### config.mk
export PLATFORM = sky130hd
export DESIGN_NAME = sel_sequencer_flat
export DESIGN_NICKNAME = d
export VERILOG_FILES = /design/src/rtl/sel_pkg.sv /design/src/rtl/sel_sequencer_if.sv /design/src/rtl/sel_prescaler.sv /design/src/rtl/sel_sequencer.sv /design/src/flat_wrapper.sv
export SDC_FILE = /design/constraint.sdc
export NUM_CORES = 1
export LEC_CHECK = 0
export CORE_MARGIN = 1.5
export CORE_UTILIZATION = 49
export DETAILED_ROUTE_END_ITERATION = 8
export PLACE_DENSITY = 0.76
export SLEW_MARGIN = 30
export SYNTH_ARGS = -nofsm -noshare
export SYNTH_HDL_FRONTEND = slang
export SYNTH_HIERARCHICAL = 1
export SYNTH_SLANG_ARGS = --single-unit
### constraint.sdc
create_clock -name clk -period 2.6 [get_ports clk]
set_input_delay 0.26 -clock clk [delete_from_list [all_inputs] [get_ports clk]]
set_output_delay 0.26 -clock clk [all_outputs]
set_load 0.01 [all_outputs]
### src/rtl/sel_pkg.sv
// Shared encodings for the selector sequencer: sequence modes and step direction.
package sel_pkg;

  typedef enum logic [1:0] {
    MODE_WRAP    = 2'b00,
    MODE_BOUNCE  = 2'b01,
    MODE_ONESHOT = 2'b10,
    MODE_HOLD    = 2'b11
  } mode_t;

  typedef enum logic {
    DIR_UP   = 1'b0,
    DIR_DOWN = 1'b1
  } dir_t;

endpackage

### src/rtl/sel_sequencer_if.sv
// Control and status bundle of the selector sequencer; dir mirrors the direction FSM for debug.
interface sel_sequencer_if
  import sel_pkg::*;
#(
  parameter int SEL_W = 6
);
  // No valid/ready handshake: en and mode are levels sampled every rising edge,
  // load is a single-cycle strobe that wins over a coincident tick, and step/wrap
  // are single-cycle pulses aligned with the first cycle of a new sel value.
  logic             en;
  mode_t            mode;
  logic             load;
  logic [SEL_W-1:0] load_val;
  logic [SEL_W-1:0] sel;
  logic             step;
  logic             wrap;
  logic             phase;
  logic             done;
  dir_t             dir;

  modport master (
    output en, mode, load, load_val,
    input  sel, step, wrap, phase, done, dir
  );

  modport slave (
    input  en, mode, load, load_val,
    output sel, step, wrap, phase, done, dir
  );
endinterface

### src/rtl/sel_prescaler.sv
// Dwell counter: counts 0..DWELL-1 while run is high and pulses tick on the wrapping edge.
module sel_prescaler #(
  parameter int DWELL = 101
) (
  input  logic clk,
  input  logic rst_n,
  input  logic run,
  input  logic clr,
  output logic tick
);
  localparam int CW = (DWELL > 1) ? $clog2(DWELL) : 1;
  localparam logic [CW-1:0] LAST = CW'(DWELL - 1);

  logic [CW-1:0] cnt_q, cnt_d;

  always_comb begin
    cnt_d = cnt_q;
    if (clr)
      cnt_d = '0;
    else if (run)
      cnt_d = (cnt_q == LAST) ? '0 : cnt_q + CW'(1);
  end

  always_ff @(posedge clk or negedge rst_n) begin
    if (!rst_n) cnt_q <= '0;
    else        cnt_q <= cnt_d;
  end

  assign tick = run && !clr && (cnt_q == LAST);
endmodule

### src/rtl/sel_sequencer.sv
// Selector sequencer: steps sel every DWELL enabled cycles in WRAP, BOUNCE or ONESHOT order.
module sel_sequencer
  import sel_pkg::*;
#(
  parameter int SEL_W   = 6,
  parameter int SEL_MAX = 37,
  parameter int DWELL   = 101
) (
  input logic            clk,
  input logic            rst_n,
  sel_sequencer_if.slave bus
);
  localparam logic [SEL_W-1:0] MAX = SEL_W'(SEL_MAX);

  logic             tick;
  logic [SEL_W-1:0] sel_q, sel_d;
  logic             step_q, step_d;
  logic             wrap_q, wrap_d;
  logic             phase_q, phase_d;
  logic             done_q, done_d;
  dir_t             dir_q, dir_d;
  dir_t             eff_dir;
  logic [SEL_W-1:0] bnc_nxt;
  logic [SEL_W-1:0] sel_inc;

  sel_prescaler #(.DWELL(DWELL)) u_prescaler (
    .clk   (clk),
    .rst_n (rst_n),
    .run   (bus.en && (bus.mode != MODE_HOLD)),
    .clr   (bus.load),
    .tick  (tick)
  );

  // The end stops override the retained direction, so entering BOUNCE at 0 or MAX turns correctly.
  assign eff_dir = (sel_q == MAX) ? DIR_DOWN : ((sel_q == '0) ? DIR_UP : dir_q);
  assign bnc_nxt = (eff_dir == DIR_UP) ? sel_q + SEL_W'(1) : sel_q - SEL_W'(1);
  assign sel_inc = sel_q + SEL_W'(1);

  always_ff @(posedge clk or negedge rst_n) begin
    if (!rst_n) begin
      dir_q   <= DIR_UP;
      sel_q   <= '0;
      step_q  <= 1'b0;
      wrap_q  <= 1'b0;
      phase_q <= 1'b0;
      done_q  <= 1'b0;
    end else begin
      dir_q   <= dir_d;
      sel_q   <= sel_d;
      step_q  <= step_d;
      wrap_q  <= wrap_d;
      phase_q <= phase_d;
      done_q  <= done_d;
    end
  end

  always_comb begin
    dir_d = dir_q;
    if (bus.load || bus.mode == MODE_WRAP || bus.mode == MODE_ONESHOT)
      dir_d = DIR_UP;
    else if (bus.mode == MODE_BOUNCE && tick)
      dir_d = (bnc_nxt == MAX) ? DIR_DOWN : ((bnc_nxt == '0) ? DIR_UP : eff_dir);
  end

  always_comb begin
    sel_d  = sel_q;
    step_d = 1'b0;
    wrap_d = 1'b0;
    done_d = done_q && (bus.mode == MODE_ONESHOT);
    if (bus.load) begin
      sel_d  = (bus.load_val > MAX) ? MAX : bus.load_val;
      done_d = 1'b0;
    end else if (tick) begin
      case (bus.mode)
        MODE_WRAP: begin
          step_d = 1'b1;
          if (sel_q >= MAX) begin
            sel_d  = '0;
            wrap_d = 1'b1;
          end else begin
            sel_d = sel_inc;
          end
        end
        MODE_BOUNCE: begin
          step_d = 1'b1;
          sel_d  = bnc_nxt;
          wrap_d = (bnc_nxt == MAX) || (bnc_nxt == '0);
        end
        MODE_ONESHOT: begin
          // Already parked at MAX on entry: finish without moving.
          if (!done_q && sel_q >= MAX) begin
            done_d = 1'b1;
          end else if (!done_q) begin
            sel_d  = sel_inc;
            step_d = 1'b1;
            done_d = (sel_inc == MAX);
          end
        end
        default: ;
      endcase
    end
    phase_d = phase_q ^ wrap_d;
  end

  assign bus.sel   = sel_q;
  assign bus.step  = step_q;
  assign bus.wrap  = wrap_q;
  assign bus.phase = phase_q;
  assign bus.done  = done_q;
  assign bus.dir   = dir_q;
endmodule
### src/flat_wrapper.sv
// flat-port wrapper written by rule: the top's interface ports become plain ports
module sel_sequencer_flat import sel_pkg::*;
#(
  parameter int SEL_W   = 6,
  parameter int SEL_MAX = 37,
  parameter int DWELL   = 101
)
  (clk, rst_n, bus_en, bus_mode, bus_load, bus_load_val, bus_sel, bus_step, bus_wrap, bus_phase, bus_done, bus_dir);
  sel_sequencer_if #(.SEL_W(SEL_W)) bus_i ();
  input logic clk;
  input logic rst_n;
  input wire logic [$bits(bus_i.en)-1:0] bus_en;
  input wire logic [$bits(bus_i.mode)-1:0] bus_mode;
  input wire logic [$bits(bus_i.load)-1:0] bus_load;
  input wire logic [$bits(bus_i.load_val)-1:0] bus_load_val;
  output wire logic [$bits(bus_i.sel)-1:0] bus_sel;
  output wire logic [$bits(bus_i.step)-1:0] bus_step;
  output wire logic [$bits(bus_i.wrap)-1:0] bus_wrap;
  output wire logic [$bits(bus_i.phase)-1:0] bus_phase;
  output wire logic [$bits(bus_i.done)-1:0] bus_done;
  output wire logic [$bits(bus_i.dir)-1:0] bus_dir;
  assign bus_i.en = bus_en;
  assign bus_i.mode = bus_mode;
  assign bus_i.load = bus_load;
  assign bus_i.load_val = bus_load_val;
  assign bus_sel = bus_i.sel;
  assign bus_step = bus_i.step;
  assign bus_wrap = bus_i.wrap;
  assign bus_phase = bus_i.phase;
  assign bus_done = bus_i.done;
  assign bus_dir = bus_i.dir;
  sel_sequencer #(.SEL_W(SEL_W), .SEL_MAX(SEL_MAX), .DWELL(DWELL)) u_core (.clk(clk), .rst_n(rst_n), .bus(bus_i));
endmodule
==> impl_metrics.toml, run 1 <==
[power]
leakagePower_nw = 0.843
total_power_uw = 708
p_per_area_nw_per_um2 = 360
vdd_drop_max_uv = 186

[clock_tree]
root_buffer = "clkbuf_4"
cts_num_sinks = 18
post_cts_buffers = 0
cts.path.max_buffers = 2
clk_pin_slew_ns = 0.10
htree_levels = 1
numCtsBuffers = 3
tritoncts = "done"
clk_latency_ns = 0.29

[setup_path]
setup.worst_path.start = "u_core/bus.sel[1]$_DFFE_PN0P_"
worstPathArrival_ns = 2.77
r2r_setup_slack_ns = 0.07
critical_path.startpoint_type = "flop"
endpoint = "u_core/bus.phase$_DFF_PN0_"
path_max_fanout = 5
worstPathRequired_ns = 2.84
crit_type = "reg2reg"
r2r-end = "u_core/bus.phase$_DFF_PN0_"
r2r-start = "u_core/bus.sel[1]$_DFFE_PN0P_"
cp-end-kind = "flop"
worstRegToRegCells = 8

[outcome]
status = "finished with violations"
failed_checks = "DRC"

[floorplan]
die_width_microns = 60.2
core_sq_um = 3080
start_util = 0.522
row_count = 20
fp.dieH_microns = 60.2
die_area_sq_um = 3630
pin_count = 23

[global_route]
track_usage = 0.255
grt_pass1_vias = 1509
antenna_found_initial = 0
grt_max_degree = 20
grt_pass1_wl_microns = 6940
gr-total-overflow = 0

[timing]
fmax_mhz = 395
setup_viol = 0
finalMaxSlewViolations = 0
fin_tns_setup_ns = 0
hold_violations = 0
rsz0062_at_grt = "no"
min_period_ns = 2.53
finalCritPeriodShare = 0.973
skew_ns = 0.00814
worst_pin_slew_ns = 0.819
worst_hold_slack_ns = 0.428
max-slew-margin-rel = 0.452

[yosys]
synthArstFlopShare = 1.00
ys_top_cells_by_area = "dfrtp_1 28%, ha_1 7.0%, a21oi_1 6.5%, inv_1 3.5%, nand3_1 3.4%"
ys_warn_count = 6
ys_seq_area_frac = 0.281
netlist_instances = 193
synth_edf_count = 0
syn-cell-area_sq_um = 1610
synth_nets = 214
synth_top_area_share = 0.281
yosysTopAreaCell = "dfrtp_1"
synth_cell_types = 54
ys_seq_elements = 18
ys.flop_type = "dfrtp_1"
syn_area_per_cell_sq_um = 8.32

[finish]
final_cell_mix = "22 x clkdlybuf4s50_1, 21 x a21oi_1, 18 x dfrtp_1, 15 x inv_1, 14 x nand2_1"
final_cell_area_sq_um = 1970
syn2layout_area_growth_pct = 22.5
layout-drive-gt1-share = 0.118
layout_commonest_cell = "clkdlybuf4s50_1"
post-route-util = 0.639
diodes = 0
nets = 244

[placement]
hpwl_microns = 3290
portBuffers = 22
place_area_sq_um = 1930
gp_congestion = 0.921

[drt]
vias = 1653
wirelength_microns = 4350
drc = 1
avgViaCountPerCell = 6.24
initialDrtViolationCount = 145
drtAntennaViolNets = 0
wl_per_cell_microns = 16.4
drt_first_pass_iters = 7

[job]
drv_cap = 0

[worst_hold_path]
hold_path_class = "in2async"
## how the worst min path moves through the flow
| stage | from | endpoint | cells past startpoint |
|---|---|---|---|
| 2_1_floorplan | rst_n | u_core/bus.dir$_DFFE_PN0P_ | 0 |
| 3_3_place_gp | u_core/u_prescaler/cnt_q[4]$_DFFE_PN0P_ | u_core/u_prescaler/cnt_q[4]$_DFFE_PN0P_ | 2 |
| 6_report | rst_n | u_core/u_prescaler/cnt_q[6]$_DFFE_PN0P_ | 1 |
| 3_5_place_dp | u_core/u_prescaler/cnt_q[4]$_DFFE_PN0P_ | u_core/u_prescaler/cnt_q[4]$_DFFE_PN0P_ | 2 |
| 5_1_grt | rst_n | u_core/u_prescaler/cnt_q[2]$_DFFE_PN0P_ | 1 |
| 4_1_cts | rst_n | u_core/u_prescaler/cnt_q[6]$_DFFE_PN0P_ | 1 |
## flip-flops by register name (all words and copies together) (netlist names)
register                  count
u_core/u_prescaler/cnt_q      7
u_core/bus.sel                6
u_core/bus.dir                1
u_core/bus.done               1
u_core/bus.phase              1
u_core/bus.step               1
u_core/bus.wrap               1
## worst max-delay path, stage by stage, from the launching register on
cell and delay (ns):
dfrtp_1 0.40, inv_1 0.08, ha_1 0.16, or4b_4 0.51
o21a_2 0.27, nor4_1 0.37, o22ai_2 0.21, a2111o_1 0.41
nand3_1 0.08
## cells in the mapped netlist (3+ instances only)
library cell and number:
a2bb2oi_1 3, nor2_1 10, a21oi_1 21, o21ai_0 3
dfrtp_1 18, nand3_1 11, nand2b_1 6, nand2_1 14
xor2_1 4, clkbuf_1 5, nand4_1 5, inv_1 15
xnor2_1 3, a211oi_1 5, ha_1 9, nor3b_1 3
a31oi_1 3, nor2b_1 7
## cells by family after synthesis
logic type,share of synthesized area
XOR/XNOR,0.0382
AND/OR/NAND/NOR,0.251
adder cells (fa/ha/maj),0.0701
buffers and inverters,0.0624
flip-flops,0.281
multiplexers,0.0195
AO/OA/AOI/OAI,0.278
## per-stage QoR
step / worst slack (ns) / std cells
final: 0.0704 / 265
after global routing: 0.00612 / 265
after CTS: 0.0533 / 265
after detailed placement: -0.0242 / 262
after global placement: 0.167 / 262
after floorplan: 0.0827 / 193
## per-layer routing
| metal | track usage | wire length, microns | vias to the layer above |
|---|---|---|---|
| li1 | - | - | 770 |
| met1 | 0.323 | 1770 | 780 |
| met2 | 0.444 | 2200 | 87 |
| met3 | 0.0238 | 261 | 16 |
| met4 | 0.0984 | 125 | 0 |
| met5 | 0 | 0 | - |
## timing repair
action,CTS,global route
setup endpoints to repair,0,4
hold endpoints to repair,0,0
resized for setup,0,3
hold buffers,0,0
## report_power, final
group          switching, mW  leakage [nW]  internal (mW)  total (mW)
Sequential            0.0141         0.231          0.291       0.305
Clock                 0.0842        0.0138         0.0538       0.138
Combinational          0.148         0.598          0.118       0.265
## area by class of cell
cell class,instances,area (sq um)
Fill cell,283,1110
Clock buffer,3,22.5
Tap cell,44,55.1
Sequential cell,18,450
Inverter,15,56.3
Timing Repair Buffer,34,310
Multi-Input combinational cell,151,1070
(Power assumes the default switching activity.)
==> inputs of run 2 (changes only) <==
- CORE_UTILIZATION: 49 -> 56
- DONT_BUFFER_PORTS: unset -> 1
- PLACE_DENSITY: 0.76 -> 0.74
==> run 2 against run 1 <==
Effect of this change:
- the flow now finishes without violations
- routed wire length down 12%
- global-route usage down 0.74 points
- utilization down 1.8 points
- die area down 12%
- worst hold slack worse by 0.40 ns
- combinational power down 20%
- sequential share of layout area up 3.6 points
- clock-buffer cell count unchanged
- critical endpoint unchanged
- largest cell class unchanged
- largest power group unchanged
- highest routed layer unchanged
==> impl_metrics.toml, run 2 (same netlist as run 1, synthesis figures left out) <==
[drt]
drt_first_pass_iters = 4
wl_per_cell_microns = 16.9
wirelength_microns = 3830
drtAntennaViolNets = 0
vias = 1519
avgViaCountPerCell = 6.69
drc = 0
initialDrtViolationCount = 66

[power]
p_switching_uw = 220
p_seq_frac = 0.470
internal-power_uw = 428
vdd_drop_max_uv = 392
swShare = 0.339
p_per_area_nw_per_um2 = 381
clkPwrFrac = 0.201
combPwrFrac = 0.328
leakagePower_nw = 0.735

[clock_tree]
clk_latency_ns = 0.28
htree_levels = 1
root_buffer = "clkbuf_4"
numCtsBuffers = 3
tritoncts = "done"
clk_pin_slew_ns = 0.09
cts_num_sinks = 18
cts.path.max_buffers = 2

[placement]
gp_congestion = 0.941
pre_cts_ws_ns = 0.152
hpwl_microns = 2930
place_area_sq_um = 1660
portBuffers = 0
dp_cells = 223

[timing]
skew_ns = 0.00233
max-slew-margin-rel = 0.480
fin_tns_setup_ns = 0
finalCritPeriodShare = 0.958
fmax_mhz = 401
worst_pin_slew_ns = 0.778
hold_violations = 0
finalMaxSlewViolations = 0
min_period_ns = 2.49
setup_viol = 0
setup_slack_ns = 0.109

[finish]
top_register = "u_core/u_prescaler/cnt_q"
syn2layout_area_growth_pct = 5.85
post-route-util = 0.622
finalNonFillerCells = 227
layout-drive-gt1-share = 0.102
nets = 219
diodes = 0
layout_commonest_cell = "a21oi_1"
largest_reg_flops = 7
final_cell_mix = "21 x a21oi_1, 18 x dfrtp_1, 15 x inv_1, 14 x nand2_1, 11 x nand3_1"
final_cell_area_sq_um = 1700

[setup_path]
cp-end-kind = "flop"
path_max_fanout = 5
worstPathRequired_ns = 2.82
crit_type = "reg2reg"
critical_path.startpoint_type = "flop"
worstPathArrival_ns = 2.71

[floorplan]
pin_count = 23
die_area_sq_um = 3200
die_width_microns = 56.5
core_sq_um = 2730
row_count = 19
start_util = 0.587
fp.dieH_microns = 56.5

[global_route]
track_usage = 0.248
grt_pass1_wl_microns = 6270
antenna_found_initial = 0
grt_pass1_vias = 1364
grt_max_degree = 21
gr-total-overflow = 0

[job]
drv_cap = 0

[outcome]
status = "finished, final reports clean"

[worst_hold_path]
hold_path_class = "in2reg"
-- run 2: routing by layer --
| metal | GRT usage | share of wire |
|---|---|---|
| met3 | 0.0668 | 0.071 |
| met4 | 0.0612 | 0.025 |
| met1 | 0.329 | 0.44 |
| met5 | 0 | 0 |
| met2 | 0.400 | 0.46 |
-- run 2: per-stage QoR --
stage	power, mW	hold slack [ns]
2_1_floorplan	0.465	-0.0356
3_3_place_gp	0.506	-0.0352
3_5_place_dp	0.509	-0.0352
4_1_cts	0.649	0.0167
5_1_grt	0.688	0.00695
6_report	0.648	0.0279
-- run 2: power groups by stage --
stage	Clock, mW	Combinational [mW]	Sequential (mW)
after CTS	0.138	0.206	0.305
after global routing	0.147	0.234	0.307
after global placement	0	0.196	0.310
final	0.131	0.213	0.305
after detailed placement	0	0.199	0.311
after floorplan	0	0.153	0.312
-- run 2: final cells by class --
type                    instances  area [sq um]
clock buffers                   3          22.5
well taps                      31          38.8
fillers                       239          1030
multi-input cells             151          1060
inverters                      15          56.3
repair buffers                  9          70.1
flip-flops and latches         18           450
-- run 2: critical path, cell delays in order (launching register included) --
cell and delay, ns:
dfrtp_1 0.38, inv_1 0.08, ha_1 0.16, or4b_4 0.49, o21a_2 0.27, o32ai_4 0.33, o2111ai_2 0.22, a2111o_1 0.41
nand3_1 0.09
-- run 2: repair_timing --
action                                  4_1_cts  5_1_grt
gates resized for setup                       0        2
hold buffers                                  1        0
hold endpoints to repair                     18        0
endpoints found under the setup margin        0        3
buffers inserted                              0        0
-- run 2: worst paths after layout --
check                                                        startpoint                                      end  slack [ns]  cells after the start
worst min register to register  u_core/u_prescaler/cnt_q[4]$_DFFE_PN0P_  u_core/u_prescaler/cnt_q[4]$_DFFE_PN0P_        0.58                      2
worst max-delay path                      u_core/bus.sel[1]$_DFFE_PN0P_               u_core/bus.phase$_DFF_PN0_        0.11                      8
worst min-delay path                                           bus_load  u_core/u_prescaler/cnt_q[6]$_DFFE_PN0P_        0.03                      1
min in group asynchronous                                         rst_n            u_core/bus.sel[5]$_DFFE_PN0P_        0.49                      1
worst max register to register            u_core/bus.sel[1]$_DFFE_PN0P_               u_core/bus.phase$_DFF_PN0_        0.11                      8
max in group asynchronous                                         rst_n  u_core/u_prescaler/cnt_q[4]$_DFFE_PN0P_        1.63                      1
==> inputs of run 3 (changes only) <==
- SETUP_SLACK_MARGIN: unset -> 0.1
==> run 3 against run 2 <==
Effect of this change:
- non-clock buffer count grew 7
- worst setup slack gained 0.041 ns
- die area is the same
- sequential power is essentially flat
- flip-flop and latch count is the same
- power grew 7.2%
- utilization grew 5.0 points
- register-to-register slack gained 0.04 ns
- clock power grew 11%
- combinational power grew 14%
- fmax grew 1.7%
- clock skew grew 0.0027 ns
- highest routed layer unchanged
==> impl_metrics.toml, run 3 (same netlist as run 1, synthesis figures left out) <==
[finish]
largest_reg_flops = 7
final_cell_area_sq_um = 1840
layout_commonest_cell = "a21oi_1"
final_cell_mix = "21 x a21oi_1, 17 x dfrtp_1, 14 x buf_4, 13 x inv_1, 13 x nand2_1"
multi_input_area_sq_um = 1140
syn2layout_area_growth_pct = 14.3
nets = 227
layout-drive-gt1-share = 0.195
seqCellArea_sq_um = 452
diodes = 0
top_register = "u_core/u_prescaler/cnt_q"
n_fill_cell = 224

[clock_tree]
cts.path.max_buffers = 2
htree_levels = 1
clk_pin_slew_ns = 0.10
tritoncts = "done"
numCtsBuffers = 3
clk_latency_ns = 0.29
root_buffer = "clkbuf_4"
cts_num_sinks = 18

[floorplan]
die_width_microns = 56.5
start_util = 0.587
die_area_sq_um = 3200
pin_count = 23
row_count = 19
fp.dieH_microns = 56.5
core_sq_um = 2730

[setup_path]
critical_path.startpoint_type = "flop"
worstPathArrival_ns = 2.69
cp-end-kind = "flop"
crit_type = "reg2reg"
path_cells = "inv_2 > ha_4 > or4b_4 > o21a_4 > o32ai_4 > o2111ai_2 > buf_4 > a211o_2 > nand2_2"
path_max_fanout = 4
slowest_stage = "or4b_4"
slowest_delay_ns = 0.50
worstPathRequired_ns = 2.84
cp.buffers_inverters = 2
crit_family = "compound AO/OA/AOI/OAI gates"

[timing]
finalMaxSlewViolations = 0
setup_viol = 0
rsz0062_at_grt = "yes"
skew_ns = 0.00503
fin_tns_setup_ns = 0
fmax_mhz = 408
min_period_ns = 2.45
finalCritPeriodShare = 0.943
hold_violations = 0
worst_pin_slew_ns = 0.831
max-slew-margin-rel = 0.444

[drt]
vias = 1567
drt_first_pass_iters = 4
avgViaCountPerCell = 6.64
wl_per_cell_microns = 18.6
wl_met2_microns = 2080
drtAntennaViolNets = 0
route.met3.wl_microns = 413
drc = 0
top_layer = "met4"
wirelength_microns = 4390
initialDrtViolationCount = 83
drt-met1-wl_microns = 1800

[job]
drv_cap = 0

[global_route]
grt_pass1_wl_microns = 6560
grt_max_degree = 21
gr-total-overflow = 0
grt_pass1_vias = 1411
antenna_found_initial = 0
track_usage = 0.263

[outcome]
status = "finished, final reports clean"

[placement]
gp_congestion = 0.930
portBuffers = 0
place_area_sq_um = 1660
hpwl_microns = 3040

[power]
vdd_drop_max_uv = 403
leakagePower_nw = 0.782
p_per_area_nw_per_um2 = 378

[worst_hold_path]
hold_path_class = "in2reg"
==> run 3: changes by cell type in the layout (fill, tap and decap cells not counted), sizes merged <==
cell,change
buf,+6
clkbuf,+1
dlygate4sd3,+1
a21o,+1
==> run 3: final cells by class <==
| type | count | share of cell area |
|---|---|---|
| flip-flops and latches | 18 | 0.246 |
| multi-input cells | 152 | 0.620 |
| inverters | 15 | 0.0307 |
| repair buffers | 16 | 0.0682 |
| well taps | 31 | 0.0211 |
| clock buffers | 4 | 0.0143 |
==> run 3: repair_timing <==
| action | in CTS | in global routing |
|---|---|---|
| setup buffers | 0 | 6 |
| pin swaps | 0 | 8 |
| hold endpoints to repair | 18 | 4 |
| cloned | 0 | 1 |
| resized for setup | 1 | 18 |
| hold buffers | 1 | 1 |
| endpoints found under the setup margin | 1 | 4 |
==> run 3: metrics by stage <==
step | power, mW | instances | util | hold slack (ns) | setup slack, ns
2_1_floorplan | 0.466 | 193 | - | -0.0356 | 0.114
3_3_place_gp | 0.507 | 223 | 0.608 | -0.0352 | 0.176
3_5_place_dp | 0.512 | 223 | 0.608 | -0.0352 | 0.0598
4_1_cts | 0.666 | 228 | 0.621 | 0.00474 | 0.106
5_1_grt | 0.732 | 236 | 0.671 | 0.000531 | 0.0460
6_report | 0.695 | 236 | 0.671 | 0.0192 | 0.149
==> run 3: final timing paths <==
path | startpoint | to | slack (ns) | cells past startpoint
setup / recovery | u_core/bus.sel[1]$_DFFE_PN0P_ | u_core/bus.wrap$_DFF_PN0_ | 0.15 | 9
setup reg to reg | u_core/bus.sel[1]$_DFFE_PN0P_ | u_core/bus.wrap$_DFF_PN0_ | 0.15 | 9
max in group asynchronous | rst_n | u_core/bus.sel[0]$_DFFE_PN0P_ | 1.54 | 1
hold reg to reg | u_core/u_prescaler/cnt_q[4]$_DFFE_PN0P_ | u_core/u_prescaler/cnt_q[4]$_DFFE_PN0P_ | 0.59 | 2
hold / removal | bus_load | u_core/u_prescaler/cnt_q[3]$_DFFE_PN0P_ | 0.02 | 1
min in group asynchronous | rst_n | u_core/u_prescaler/cnt_q[0]$_DFFE_PN0P_ | 0.50 | 1
==> run 3: power breakdown <==
part / internal, mW / leakage [nW] / switching (mW)
combinational: 0.0987 / 0.537 / 0.145
sequential: 0.291 / 0.230 / 0.0159
clock: 0.0597 / 0.0150 / 0.0848
==> run 3: worst register-to-register path, stage by stage, from the launching register on <==
cell,delay [ns]
dfrtp_1,0.40
inv_2,0.09
ha_4,0.13
or4b_4,0.50
o21a_4,0.24
o32ai_4,0.32
o2111ai_2,0.19
buf_4,0.18
a211o_2,0.29
nand2_2,0.05
==> run 3: per-layer routing <==
metal,track usage,vias to the layer above
li1,-,738
met1,0.340,732
met2,0.429,83
met3,0.0806,14
met4,0.0612,0
met5,0,-
